## config.mk

```make
export PLATFORM = sky130hd
export DESIGN_NAME = sram_bridge
export DESIGN_NICKNAME = d
export VERILOG_FILES = /design/src/rtl/sram_bridge_pkg.sv /design/src/rtl/sram_phase_timer.sv /design/src/rtl/sram_bridge.sv
export SDC_FILE = /design/constraint.sdc
export NUM_CORES = 1
export LEC_CHECK = 0
export BUFFER_PORTS_ARGS = -buffer_cell sky130_fd_sc_hd__buf_2
export CAP_MARGIN = 20
export CORE_MARGIN = 5
export CORE_UTILIZATION = 45
export CTS_BUF_LIST = sky130_fd_sc_hd__clkbuf_16
export CTS_CLUSTER_DIAMETER = 100
export DETAILED_ROUTE_END_ITERATION = 8
export GPL_TIMING_DRIVEN = 0
export PLACE_DENSITY = 0.75
export SYNTH_ARGS = -nofsm -noshare
export SYNTH_HDL_FRONTEND = slang
export SYNTH_SLANG_ARGS = --single-unit
```

## constraint.sdc

```tcl
create_clock -name clk -period 2.3 [get_ports clk]
set_input_delay 0.69 -clock clk [delete_from_list [all_inputs] [get_ports clk]]
set_output_delay 0.69 -clock clk [all_outputs]
set_load 0.05 [all_outputs]
```

## src/rtl/sram_bridge_pkg.sv

```systemverilog
`default_nettype none
// ============================================================================
//  Module      : sram_bridge_pkg
//  Description : Shared types and constants for the 32-bit to 16-bit SRAM
//                bridge: FSM state encoding, legal WAIT_CYCLES range and
//                half-word phase selectors.
//  Revision    : 1.0 - initial release
// ============================================================================
package sram_bridge_pkg;

    // Bridge FSM states
    typedef enum logic [1:0] {
        IDLE = 2'd0,
        LO   = 2'd1,
        HI   = 2'd2
    } state_t;

    // Legal range of cycles per half-word phase
    localparam int c_WAIT_MIN = 2;
    localparam int c_WAIT_MAX = 15;

    // Half-word phase selectors, also the LSB of the SRAM half-word address
    localparam logic PH_LO = 1'b0;
    localparam logic PH_HI = 1'b1;

    // Out-of-range phase lengths are pulled into the legal window so the
    // 4-bit phase counter can never overflow.
    function automatic int clamp_wait(input int w);
        if (w < c_WAIT_MIN) return c_WAIT_MIN;
        if (w > c_WAIT_MAX) return c_WAIT_MAX;
        return w;
    endfunction

endpackage
`default_nettype wire

```

## src/rtl/sram_phase_timer.sv

```systemverilog
`default_nettype none
// ============================================================================
//  Module      : sram_phase_timer
//  Description : Per-phase cycle counter. Counts 0..WAIT_CYCLES-1 and holds
//                at the final value; 'start' clears it back to 0 for the
//                next phase. 'last' flags the final (write-hold) cycle.
//  Ports       : clk   - clock, rising edge
//                rst   - asynchronous active-low reset
//                start - clear counter at the next edge
//                last  - high during the final cycle of a phase
//  Revision    : 1.0 - initial release
// ============================================================================
module sram_phase_timer #(
    parameter int WAIT_CYCLES = 2
) (
    input  logic clk,
    input  logic rst,
    input  logic start,
    output logic last
);

    localparam logic [3:0] c_LAST = 4'(WAIT_CYCLES - 1);

    logic [3:0] r_cnt;

    always_ff @(posedge clk or negedge rst) begin
        if (!rst) begin
            r_cnt <= '0;
        end else if (start) begin
            r_cnt <= '0;
        end else if (!last) begin
            r_cnt <= r_cnt + 4'd1;
        end
    end

    assign last = (r_cnt == c_LAST);

endmodule
`default_nettype wire

```

## src/rtl/sram_bridge.sv

```systemverilog
`default_nettype none
// ============================================================================
//  Module      : sram_bridge
//  Description : Executes 32-bit CPU data accesses as one or two half-word
//                cycles on a 16-bit asynchronous SRAM. MemReady is a busy
//                flag; DataOut holds the most recently read word.
//  Ports       : clk, rst (async active-low)
//                Address/DataIn/ReadEnable/WriteEnable - CPU request side
//                DataOut/MemReady                      - CPU response side
//                SramAddr/SramDout/SramDin/SramCe/SramOe/SramWe/SramBe
//                                                      - SRAM pins
//  Revision    : 1.0 - initial release
// ============================================================================
module sram_bridge
    import sram_bridge_pkg::*;
#(
    parameter int ADDR_W      = 18,
    parameter int WAIT_CYCLES = 2
) (
    input  logic              clk,
    input  logic              rst,
    input  logic [31:0]       Address,
    input  logic [31:0]       DataIn,
    input  logic              ReadEnable,
    input  logic [3:0]        WriteEnable,
    output logic [31:0]       DataOut,
    output logic              MemReady,
    output logic [ADDR_W-1:0] SramAddr,
    output logic [15:0]       SramDout,
    input  logic [15:0]       SramDin,
    output logic              SramCe,
    output logic              SramOe,
    output logic              SramWe,
    output logic [1:0]        SramBe
);

    localparam int c_WAIT = clamp_wait(WAIT_CYCLES);

    state_t              r_state;
    logic [ADDR_W-2:0]   r_addr;
    logic [31:0]         r_data;
    logic [3:0]          r_we;
    logic                r_is_wr;
    logic [15:0]         r_lo_hold;
    logic [31:0]         r_dout;
    logic                r_busy;

    logic                w_req;
    logic                w_last;
    logic                w_start;
    logic                w_hi_needed;
    logic                w_phase;
    logic                w_unused_addr;

    // Word-granular bridge: byte offset and bits above the SRAM range are
    // intentionally ignored.
    assign w_unused_addr = ^{Address[31:ADDR_W+1], Address[1:0]};

    assign w_req       = ReadEnable | (|WriteEnable);
    // Reads always need the upper half-word; writes only if a lane is set.
    assign w_hi_needed = ~r_is_wr | (|r_we[3:2]);
    assign w_phase     = (r_state == HI) ? PH_HI : PH_LO;
    // Counter is held at zero while idle and cleared at every phase end,
    // so each new phase starts counting from 0.
    assign w_start     = (r_state == IDLE) | w_last;

    sram_phase_timer #(
        .WAIT_CYCLES (c_WAIT)
    ) u_timer (
        .clk   (clk),
        .rst   (rst),
        .start (w_start),
        .last  (w_last)
    );

    always_ff @(posedge clk or negedge rst) begin
        if (!rst) begin
            r_state   <= IDLE;
            r_addr    <= '0;
            r_data    <= '0;
            r_we      <= '0;
            r_is_wr   <= 1'b0;
            r_lo_hold <= '0;
            r_dout    <= '0;
            r_busy    <= 1'b0;
        end else begin
            case (r_state)
                IDLE: begin
                    if (w_req) begin
                        r_addr  <= Address[ADDR_W:2];
                        r_data  <= DataIn;
                        r_we    <= WriteEnable;
                        // Any byte enable makes it a write; a concurrent
                        // read is dropped.
                        r_is_wr <= |WriteEnable;
                        r_busy  <= 1'b1;
                        if ((|WriteEnable) && (WriteEnable[1:0] == 2'b00)) begin
                            r_state <= HI;
                        end else begin
                            r_state <= LO;
                        end
                    end
                end
                LO: begin
                    if (w_last) begin
                        if (!r_is_wr) begin
                            r_lo_hold <= SramDin;
                        end
                        if (w_hi_needed) begin
                            r_state <= HI;
                        end else begin
                            r_state <= IDLE;
                            r_busy  <= 1'b0;
                        end
                    end
                end
                HI: begin
                    if (w_last) begin
                        if (!r_is_wr) begin
                            r_dout <= {SramDin, r_lo_hold};
                        end
                        r_state <= IDLE;
                        r_busy  <= 1'b0;
                    end
                end
                default: begin
                    r_state <= IDLE;
                    r_busy  <= 1'b0;
                end
            endcase
        end
    end

    // SRAM pins decode from state and latched request only; all zero in IDLE.
    always_comb begin
        SramAddr = '0;
        SramDout = '0;
        SramBe   = 2'b00;
        SramCe   = 1'b0;
        SramOe   = 1'b0;
        SramWe   = 1'b0;
        if (r_state != IDLE) begin
            SramCe   = 1'b1;
            SramAddr = {r_addr, w_phase};
            if (r_is_wr) begin
                SramBe   = (w_phase == PH_HI) ? r_we[3:2] : r_we[1:0];
                SramDout = (w_phase == PH_HI) ? r_data[31:16] : r_data[15:0];
                // Released in the final cycle to give address/data hold.
                SramWe   = ~w_last;
            end else begin
                SramOe   = 1'b1;
                SramBe   = 2'b11;
            end
        end
    end

    assign DataOut  = r_dout;
    assign MemReady = r_busy;

endmodule
`default_nettype wire

```

# [Word level (Yosys, flattened, before mapping)]
# Index checks and enable logic that the tools add are counted.
[totals] regBits=109 out_inout_bits=72
[op_classes] addsub=1 n_reduce_logical=11 n_eq_ne=8 mux=26 n_bitwise=5
[ops] cell="$mux W16" count=3
[ops] cell="$mux W18" count=1
[ops] cell="$mux W2" count=8
[ops] cell="$mux W1" count=10
[ops] cell="$reduce_and A3 Y1" count=3
[ops] cell="$mux W4" count=2
[ops] cell="$ne A2 B2 Y1 const B" count=4
[ops] cell="$pmux W2 S3" count=1
[ops] cell="$add A4 B1 Y4 const B" count=1
[ops] cell="$eq A4 B1 Y1 const B" count=1
[ops] cell="$logic_not A2 Y1" count=2
[ops] cell="$reduce_and A4 Y1" count=1
[ops] cell="$reduce_or A4 Y1" count=1
[ops] cell="$or A1 B1 Y1" count=3
[ops] cell="$pmux W1 S3" count=1
[ops] cell="$eq A2 B1 Y1 const B" count=1
[ops] cell="$eq A2 B2 Y1 const B" count=1
[ops] cell="$ne A2 B1 Y1 const B" count=1
[ops] cell="$not A1 Y1" count=2
[ops] cell="$reduce_and A2 Y1" count=1
[ops] cell="$reduce_bool A2 Y1" count=1
[ops] cell="$reduce_or A2 Y1" count=1
[ops] cell="$logic_and A1 B1 Y1" count=1

# [Depth between registers and ports, before layout]
# Gate-level depths: netlist (run 1).
[logic_depth] word_depth=5 mapped_depth=8

# [By module]
# A second synthesis (run 1) with hierarchy kept.
[unflattened] hier_cells=342 hier_area_um2=4616.9
[by_module_without_submodules] mod="sram_bridge" cells_per_inst=322 instances=1 seq_area_each_um2=2627.5 area_per_inst_um2=4400.5
[by_module_without_submodules] mod="sram_phase_timer" cells_per_inst=20 instances=1 seq_area_each_um2=100.1 area_per_inst_um2=216.5

# [Least setup slack after synthesis (run 1)]
# No wires, ideal clock.
[synth_timing] path_type="register -> output" start="register r_state[0]" end="output port SramDout[10]" slack_ps=-954 stages_incl_launch_ff=9 n_path_buf=4 t_arrival_ps=2564 path_cell_list="dfrtp_1 -> buf_2 -> nand2b_1 -> clkbuf_1 -> inv_1 -> buf_2 -> buf_1 -> nand2_1 -> a21oi_1"
[synth_via] elab_chain_cells=5 word_cells_on_any_way=6
[synth_rtl] element="from (decl)" line_no="sram_bridge.sv:39" text="state_t r_state;"
[synth_rtl] element="from (signal assigned)" line_no="sram_bridge.sv:78" text="r_state <= IDLE;"
[synth_rtl] element="from (signal assigned)" line_no="sram_bridge.sv:98" text="r_state <= HI;"
[synth_rtl] element="from (signal assigned)" line_no="sram_bridge.sv:100" text="r_state <= LO;"
[synth_rtl] element="$eq A2 B2 Y1" line_no="sram_bridge.sv:62" text="assign w_phase = (r_state == HI) ? PH_HI : PH_LO;"
[synth_rtl] element="$mux W1" line_no="sram_bridge.sv:62"
[synth_rtl] element="$mux W16" line_no="sram_bridge.sv:147" text="SramDout = (w_phase == PH_HI) ? r_data[31:16] : r_data[15:0];"
[synth_rtl] element="$mux W16" line_no="sram_bridge.sv:145" text="if (r_is_wr) begin"
[synth_rtl] element="$mux W16 *" line_no="sram_bridge.sv:142" text="if (r_state != IDLE) begin"
[synth_rtl] element="to (decl)" line_no="sram_bridge.sv:29" text="output logic [15:0] SramDout,"
# Mark *: on every way between the ends. The rest lies on a longest branch, timed or not.

# [Final worst setup path (run 1)]
[layout_timing] start="register r_state[0]" end="output port SramDout[13]"
# The elaborated chain is that of the path after synthesis.

==> results of run 1 <==
[cells in the mapped netlist, drive strengths merged]
| library cell | instances | area (um^2) |
|---|---|---|
| o211ai | 1 | 7.510 |
| nand2 | 36 | 135.1 |
| and2 | 17 | 106.4 |
| nand3 | 2 | 10.01 |
| a2111oi | 1 | 8.760 |
| inv | 5 | 18.77 |
| nor3 | 1 | 5.000 |
| a22o | 4 | 35.03 |
| nor4 | 1 | 6.260 |
| dfrtp | 109 | 2728 |
| clkbuf | 5 | 18.77 |
| xor2 | 1 | 8.760 |
| ha | 2 | 25.02 |
| mux2 | 97 | 1130 |
| nand2b | 2 | 12.51 |
| xnor2 | 1 | 8.760 |
| a21oi | 17 | 85.08 |
| a211o | 1 | 10.01 |
| nor3b | 2 | 15.01 |
| or3 | 1 | 6.260 |
| o21ai | 7 | 46.30 |
| or3b | 1 | 11.26 |
| a211oi | 1 | 7.510 |
| or4 | 1 | 7.510 |
| nor2 | 8 | 32.54 |
| a21o | 1 | 7.510 |
| and3 | 1 | 6.260 |
| buf | 13 | 97.59 |
[layout make-up]
type                    count  share of cell area
diodes                      1           0.0003899
multi-input cells         207              0.3032
plain buffers              16             0.02691
clock inverters             7             0.01131
clock buffers               9             0.03509
well taps                 133             0.02593
flip-flops and latches    109              0.4254
inverters                   5            0.003704
repair buffers            158              0.1681
[worst max-delay path by stage]
stage	to	slack [ns]	cells after the start
finish	SramDout[13]	-0.02	7
global route	SramDout[15]	-0.11	7
CTS	SramDout[7]	-0.13	8
detailed placement	SramWe	-0.41	7
global placement	DataOut[1]	-0.66	1
floorplan	SramDout[2]	-0.20	7
[per-layer routing]
layer	vias up	track usage	routed length (um)
met5	-	0	0
met4	0	0.04704	121
met3	12	0.07205	1041
met2	129	0.2998	5383
met1	1603	0.2274	4625
li1	1510	-	-
[cells by family (layout without fill, tap and decap cells)]
family          count (synthesis)  in the layout
flops                         109            109
xor+xnor                        2              2
mux                            97             97
compound gates                 33             33
other cells                     0              1
fa+ha+maj                       2              2
buf+inv                        23            195
simple gates                   73             73
[state kept, by name, indices dropped and copies added (netlist names)]
signal,cells
r_data,32
r_we,4
r_state,2
u_timer.r_cnt,4
DataOut,32
r_lo_hold,16
r_addr,17
MemReady,1
r_is_wr,1
[layout by cell type (no fill, tap or decap), types with 2 or more instances in the layout]
cell type | netlist | layout
inv_1 | 5 | 2
buf_8 | 0 | 3
dfrtp_1 | 109 | 107
a21oi_4 | 0 | 8
clkinv_1 | 0 | 2
buf_16 | 0 | 2
o21ai_0 | 6 | 4
nand2_4 | 0 | 8
mux2_4 | 10 | 10
clkbuf_8 | 0 | 2
mux2_1 | 3 | 3
buf_6 | 1 | 24
a21oi_1 | 17 | 3
nand3_1 | 2 | 2
buf_12 | 1 | 3
nand2_2 | 0 | 6
inv_2 | 0 | 2
and2_1 | 17 | 17
clkinvlp_4 | 0 | 2
clkbuf_16 | 0 | 10
buf_2 | 5 | 110
a21oi_2 | 0 | 6
nor2_1 | 7 | 6
buf_4 | 5 | 28
a22o_1 | 4 | 4
nand2_1 | 36 | 22
ha_1 | 2 | 2
mux2_2 | 84 | 84
inv_6 | 0 | 2
dfrtp_2 | 0 | 2
[metrics by stage]
step | util | setup TNS [ns] | std cells | area (um^2)
final | 0.6506 | -0.06044 | 645 | 6417
after detailed placement | 0.5732 | -14.20 | 616 | 5654
after global routing | 0.6503 | -1.066 | 644 | 6415
after global placement | 0.5701 | -82.73 | 615 | 5624
after CTS | 0.6423 | -1.483 | 644 | 6336
after floorplan | - | -0.6805 | 339 | 4742
[repair_timing]
action,4_1_cts,5_1_grt
pin swaps,15,11
setup endpoints to repair,37,37
gates cloned,3,0
gates resized for setup,83,36
setup buffers,10,1
==> flow_summary.toml, run 1 <==
[setup_path]
worstReg2RegStart = "u_timer.r_cnt[1]"
path_max_fanout = 5
cell_family_contributing_the_most_delay_on_the_critical_path = "buffers and inverters"
timing.critical_path.from_type = "flip-flop"
timing.rr.end = "r_lo_hold[6]"
biggest_cell_delay_along_the_critical_path_ns = 0.41
ff2ff_setup_slack_ns = 0.14
setup.worst_path.end_class = "output pin"
crit_chain = "nand2b_4 > inv_6 > buf_8 > buf_12 > nand2_4 > a21oi_4 > buf_6"
timing.reg2reg.worst_path_depth = 7
worstSetupStartpoint = "r_state[0]"
worst-path-buf-inv = 4
master_of_the_slowest_instance_on_the_critical_path = "dfrtp_2"
critical_path_arrival_ns = 1.63
timing.setup.critical_path_class = "flip-flop to output pin"
worst_endpoint_required_time_ns = 1.61

[placed_design]
dp.final_hpwl_mm = 7.697
preCtsSetupSlack_ns = -0.4099
i_o_buffers = 143
gp_congestion = 0.8040

[synth]
yosys.area_share.simple = 0.07703
synth.yosys.seq_area_share = 0.5934
xor_and_xnor_fraction_of_the_mapped_netlist_area = 0.003811
synth_fp_nets = 428
yosys_warnings = 0
synth.mux.area_fraction = 0.2458
synthesis.area_um2 = 4597
synth_seq_cells = 109
post_syn_area_per_cell_um2 = 13.56
synthesis.instances = 339
compound_gate_portion_of_the_synthesized_area = 0.04518
combinational_family_with_the_most_area_after_synthesis = "multiplexers"
yosys.area_share.adder = 0.005444
netlist-cell-type-count = 36

[clocking]
clk_transition_reported_paths_ns = 0.07
cts.sink_count = 109
cts-root-to-sink-buffers = 2
cts-htree-levels = 3
tritoncts.num_buffers = 9
root_buffer = "clkbuf_16"
cts_tree = "built"
cts-hold-fix-buffers = 0
worst_skew_pair.late_latency_ns = 0.34

[timing]
clock.fmax_mhz = 431.2
fin_crit_ns = 2.319
final_hold_violation_count = 0
finClkSkew_ns = 0.009844
grt_setup_unrepaired = "yes"
tightestPinTransition_ns = 0.7013
normalized_max_slew_margin = 0.5325
setup_viol = 5
layout_setup_ws_ns = -0.01893
post-route-period-util = 1.008
slew_violations = 0
hold_slack_ns = 0.3995

[run_status]
result_of_the_run = "finished with violations"
violations_in_the_final_reports = "setup timing"

[die]
vertical_extent_of_the_die_um = 111.1
initial_core_util = 0.4660
die_area_um2 = 12340
ioPinCount = 159
chip_width_um = 111.1
core-area_um2 = 9864
placementRows = 36

[cells_and_area]
area_delta_synth_final_pct = 39.60
n_fill_cell = 732
post_route_cells_drive_above_1_share = 0.6321
num-nets-final = 595
multi_input_combinational_cell_area_um2 = 1946
layout.area.seq_um2 = 2730

[route]
initialDrtViolationCount = 102
remaining_drc_errors = 0
detail_route.vias_per_cell = 5.045
drt-wirelength-per-cell_um = 17.32
route.final.wire_length_mm = 11.17
route.vias.total = 3254
first_pass_iters = 4
antenna_violating_nets_post_route = 0

[global_routing]
groute.usage.overall = 0.1829
wire_length_of_the_first_global_routing_pass_mm = 18.35
maximum_number_of_pins_on_one_net_before_global_route_repair = 58
grt_antenna_before_repair = 0
grt_pass1_vias = 3606
overflow_left_after_global_routing = 0

[flow_run]
max_cap_violations = 0

[hold_path]
min-delay-path-class = "input port to asynchronous set/reset pin"
Power of run 1 is not shown: default switching activity piles up to over one toggle a cycle in this logic, so the estimate is an artifact.
==> run 2, diff against run 1 <==
CORE_MARGIN = default   (was 5)
==> run 2 against run 1 <==
Against the previous run:
- flip-flop and latch count did not move
- critical endpoint unchanged
- die area fell by 14%
- the run still ends with setup timing left
- highest routed layer unchanged
- cell area rose by 1.8%
==> flow_summary.toml, run 2 (synthesized netlist as in run 1, its figures left out) <==
[run_status]
result_of_the_run = "finished with violations"
violations_in_the_final_reports = "setup timing"

[placed_design]
placed_cells = 616
preCtsSetupSlack_ns = -0.4502
i_o_buffers = 143
dp.final_hpwl_mm = 7.250
gp_congestion = 0.8134

[flow_run]
max_cap_violations = 0

[die]
ioPinCount = 159
die_area_um2 = 10620
core-area_um2 = 9819
placementRows = 36
chip_width_um = 103.1
vertical_extent_of_the_die_um = 103.1
initial_core_util = 0.4681

[route]
antenna_violating_nets_post_route = 0
route.final.wire_length_mm = 10.59
route.vias.total = 3264
first_pass_iters = 4
remaining_drc_errors = 0
drt-wirelength-per-cell_um = 16.31
detail_route.vias_per_cell = 5.029
initialDrtViolationCount = 104

[timing]
post-route-period-util = 1.024
slew_violations = 0
fin_crit_ns = 2.355
normalized_max_slew_margin = 0.5908
grt_setup_unrepaired = "yes"
finClkSkew_ns = 0.007406
setup_viol = 33
final_hold_violation_count = 0
tightestPinTransition_ns = 0.6139
clock.fmax_mhz = 424.5
layout_setup_ws_ns = -0.05544

[global_routing]
grt_pass1_vias = 3281
wire_length_of_the_first_global_routing_pass_mm = 16.06
groute.usage.overall = 0.2037
maximum_number_of_pins_on_one_net_before_global_route_repair = 65
overflow_left_after_global_routing = 0
grt_antenna_before_repair = 0

[setup_path]
setup.worst_path.end_class = "output pin"
worst-path-buf-inv = 4
critical_path_arrival_ns = 1.67
timing.setup.critical_path_class = "flip-flop to output pin"
cell_family_contributing_the_most_delay_on_the_critical_path = "buffers and inverters"
crit_chain = "nand2b_4 > clkinv_4 > buf_6 > clkbuf_16 > nand2_2 > a21oi_4 > buf_8"
biggest_cell_delay_along_the_critical_path_ns = 0.43
timing.reg2reg.worst_path_depth = 7
timing.critical_path.from_type = "flip-flop"
timing.critical_path.depth = 7
worst_endpoint_required_time_ns = 1.61
master_of_the_slowest_instance_on_the_critical_path = "dfrtp_2"
path_max_fanout = 5

[clocking]
cts-hold-fix-buffers = 0
tritoncts.num_buffers = 9
cts.sink_count = 109
root_buffer = "clkbuf_16"
worst_skew_pair.late_latency_ns = 0.34
clk_transition_reported_paths_ns = 0.07
cts_tree = "built"
cts-htree-levels = 3
cts-root-to-sink-buffers = 2

[cells_and_area]
layout.cells.most_common_list = "buf_2 (109), dfrtp_1 (107), mux2_2 (84), buf_6 (35), nand2_1 (22)"
layout.area.seq_um2 = 2730
num-nets-final = 600
post_route_cells_drive_above_1_share = 0.6395
num_antenna_cells = 0
fin_cells = 649
n_fill_cell = 712
multi_input_combinational_cell_area_um2 = 1951
layout_commonest_cell = "buf_2"
area_delta_synth_final_pct = 42.08

[hold_path]
min-delay-path-class = "input port to asynchronous set/reset pin"
run 2: cell count changes in the layout (fill, tap and decap cells not counted), moves of 3 or more:
cell | previous run | this run
buf_4 | 28 | 20
buf_6 | 24 | 35
nand2_2 | 6 | 9
nand2_4 | 8 | 5
run 2: repair_timing:
item                       in CTS  in global routing
pin swaps                      12                 10
cloned                          2                  1
buffers inserted               15                  2
setup endpoints to repair      37                 37
gates resized for setup        98                 28
run 2: worst paths after layout:
| check | end | from | slack (ns) |
|---|---|---|---|
| setup / recovery | SramDout[13] | r_state[0] | -0.06 |
| hold / removal | r_data[13] | rst | 0.36 |
| setup reg to reg | r_lo_hold[13] | u_timer.r_cnt[1] | 0.13 |
| hold reg to reg | DataOut[4] | r_lo_hold[4] | 0.48 |
| max in group asynchronous | DataOut[3] | rst | 1.23 |
| min in group clk | DataOut[4] | r_lo_hold[4] | 0.48 |
run 2: metal layers:
metal | part of all wire | routed length (um) | GRT usage | vias to the layer above
met3 | 0.082 | 873 | 0.06034 | 15
li1 | - | - | - | 1510
met5 | 0 | 0 | 0 | -
met4 | 0.017 | 183 | 0.08234 | 0
met2 | 0.49 | 5166 | 0.3472 | 120
met1 | 0.41 | 4362 | 0.2420 | 1619
run 2: through the flow:
stage / hold slack, ns / area (um^2) / util / setup TNS (ns)
floorplan: 0.3944 / 4742 / - / -0.6805
global placement: 0.4613 / 5624 / 0.5728 / -83.86
detailed placement: 0.4761 / 5654 / 0.5758 / -15.81
CTS: 0.3739 / 6421 / 0.6539 / -1.809
global route: 0.4068 / 6531 / 0.6651 / -2.746
finish: 0.3571 / 6531 / 0.6651 / -0.7670
run 2: cell type report:
cell class | instances | share of cell area
clock buffers | 9 | 0.03448
clock inverters | 7 | 0.01379
plain buffers | 16 | 0.02682
well taps | 133 | 0.02548
inverters | 5 | 0.003640
repair buffers | 163 | 0.1791
multi-input cells | 207 | 0.2987
flip-flops and latches | 109 | 0.4180
Power of run 2 is left out for the same reason.
==> run 3, diff against run 2 <==
ABC_AREA = 1   (was default)
==> run 3 against run 2 <==
Against the previous run:
- the run still ends with setup timing left
- wire length grew 9.0%
- core utilization shrank 1.9 points
- critical path depth decreased by 1
- global-route usage up 1.6 points
- register-to-register slack better by 0.36 ns
- first-iteration DRC count is 35% higher
- sequential share of layout area rose by 1.2 points
- maximum frequency rose by 0.62%
- flip-flop and latch count unchanged
- clock skew is 0.00089 ns higher
==> flow_summary.toml, run 3 <==
[run_status]
result_of_the_run = "finished with violations"
violations_in_the_final_reports = "setup timing"

[cells_and_area]
post-route-util = 0.6460
layout_commonest_cell = "nand2_1"
fin_cells = 848
num-nets-final = 799
num_antenna_cells = 0
post_route_cells_drive_above_1_share = 0.3301
area_delta_synth_final_pct = 38.56
layout.cells.most_common_list = "nand2_1 (181), buf_2 (120), dfrtp_1 (108), inv_1 (56), nor2_1 (47)"

[setup_path]
cell_family_contributing_the_most_delay_on_the_critical_path = "buffers and inverters"
master_of_the_slowest_instance_on_the_critical_path = "dfrtp_1"
timing.setup.critical_path_class = "flip-flop to output pin"
critical_path_arrival_ns = 1.65
crit_chain = "nor2_4 > buf_6 > clkbuf_16 > nor2_2 > nor3_4 > buf_6"
path_max_fanout = 6
cpMostUsedCell = "buf_6"
worst-path-buf-inv = 3
ff2ff_setup_slack_ns = 0.49
timing.critical_path.from_type = "flip-flop"
setup.worst_path.end_class = "output pin"
worst_endpoint_required_time_ns = 1.61
biggest_cell_delay_along_the_critical_path_ns = 0.44

[global_routing]
grt_pass1_vias = 3748
grt_antenna_before_repair = 1
maximum_number_of_pins_on_one_net_before_global_route_repair = 73
overflow_left_after_global_routing = 0
wire_length_of_the_first_global_routing_pass_mm = 17.55
groute.usage.overall = 0.2192

[timing]
final_hold_violation_count = 0
finClkSkew_ns = 0.008294
layout_setup_ws_ns = -0.04092
grt_setup_unrepaired = "yes"
clock.fmax_mhz = 427.2
post-route-period-util = 1.018
normalized_max_slew_margin = 0.6577
slew_violations = 0
fin_crit_ns = 2.341
setup_viol = 7
tightestPinTransition_ns = 0.5134

[route]
detail_route.vias_per_cell = 4.862
remaining_drc_errors = 0
initialDrtViolationCount = 140
antenna_violating_nets_post_route = 0
route.vias.total = 4123
drt-wirelength-per-cell_um = 13.61
first_pass_iters = 5
route.final.wire_length_mm = 11.54

[placed_design]
placed_cells = 822
i_o_buffers = 143
dp.final_hpwl_mm = 8.017
gp_congestion = 0.8475

[synth]
post_syn_area_per_cell_um2 = 8.400
async_set_or_reset_register_ratio_after_synthesis = 1.000
synth.yosys.seq_area_share = 0.5958
synthMostInstantiatedCell = "nand2_1"
synth_area_leader_cell = "dfrtp_1"
synthDominantCellAreaShare = 0.5958
synth-main-ff-cell = "dfrtp_1"
synthesis.instances = 545
synthTopCellsByArea = "dfrtp_1 (60%), nand2_1 (15%), nor2_1 (4.8%)"
count_of_flip_flops_with_a_built_in_enable_after_synthesis = 0
synth_fp_nets = 634
yosys_warnings = 0
netlist-cell-type-count = 22
synth_seq_cells = 109
synth_top_cells_by_count = "nand2_1 (182), dfrtp_1 (109), nor2_1 (59), inv_1 (58), o21ai_0 (37)"
synthesis.area_um2 = 4578

[die]
initial_core_util = 0.4662
die_area_um2 = 10580
placementRows = 36
core-area_um2 = 9819
ioPinCount = 159
chip_width_um = 102.9
vertical_extent_of_the_die_um = 102.9

[clocking]
cts.sink_count = 109
tritoncts.num_buffers = 9
worst_skew_pair.late_latency_ns = 0.35
cts-hold-fix-buffers = 0
cts-root-to-sink-buffers = 2
cts-htree-levels = 3
clk_transition_reported_paths_ns = 0.08
root_buffer = "clkbuf_16"
cts_tree = "built"

[hold_path]
min-delay-path-class = "input port to asynchronous set/reset pin"

[flow_run]
max_cap_violations = 0
==> run 3: area by class of cell <==
type / instances / area (um^2)
well taps: 133 / 166.4
inverters: 61 / 234.0
plain buffers: 25 / 181.4
clock inverters: 7 / 88.84
clock buffers: 9 / 225.2
multi-input cells: 350 / 1705
flip-flops and latches: 109 / 2729
repair buffers: 154 / 1013
fillers: 831 / 3476
==> run 3: metrics by stage <==
step	setup TNS (ns)	area, um^2	setup slack (ns)	hold WS [ns]
CTS	-0.06325	6146	-0.02474	0.3193
global placement	-68.02	5612	-0.6358	0.4638
detailed placement	0	5642	0.01769	0.4681
floorplan	-0.1782	4730	-0.08910	0.3944
global route	-0.6763	6344	-0.07958	0.3457
finish	-0.1326	6344	-0.04092	0.3117
==> run 3: kinds of logic after synthesis <==
family	after synthesis	share of synthesized area
adder cells (fa/ha/maj)	2	0.005465
XOR/XNOR	2	0.003827
AO/OA/AOI/OAI	77	0.08418
AND/OR/NAND/NOR	268	0.2296
flip-flops	109	0.5958
buffers and inverters	87	0.08117
==> run 3: what timing repair did <==
item	in CTS	in global routing
pin swaps	1	12
cloned	1	3
buffers inserted	4	3
gates resized for setup	53	56
setup endpoints to repair	38	37
==> run 3: routing by layer <==
layer | vias up | share of wire | track usage
li1 | 2003 | - | -
met1 | 1940 | 0.44 | 0.2961
met2 | 154 | 0.48 | 0.3559
met3 | 26 | 0.058 | 0.03593
met4 | 0 | 0.025 | 0.08667
met5 | - | 0 | 0
==> run 3: worst paths after layout <==
check,start,end,cells past startpoint
worst max-delay path,r_state[0],SramDout[6],6
worst min-delay path,rst,r_data[17],1
worst max register to register,u_timer.r_cnt[0],r_lo_hold[9],6
worst min register to register,r_data[16],r_data[16],2
max in group asynchronous,rst,DataOut[14],2
min in group clk,r_data[16],r_data[16],2
==> run 3: worst reg2reg max path, stage by stage (launching register included) <==
cell and delay [ns]:
dfrtp_1 0.42, ha_1 0.21, nand2_1 0.14, inv_1 0.14, nand3_1 0.22, clkbuf_1 0.39, o21ai_0 0.16
Power of run 3 is left out for the same reason.
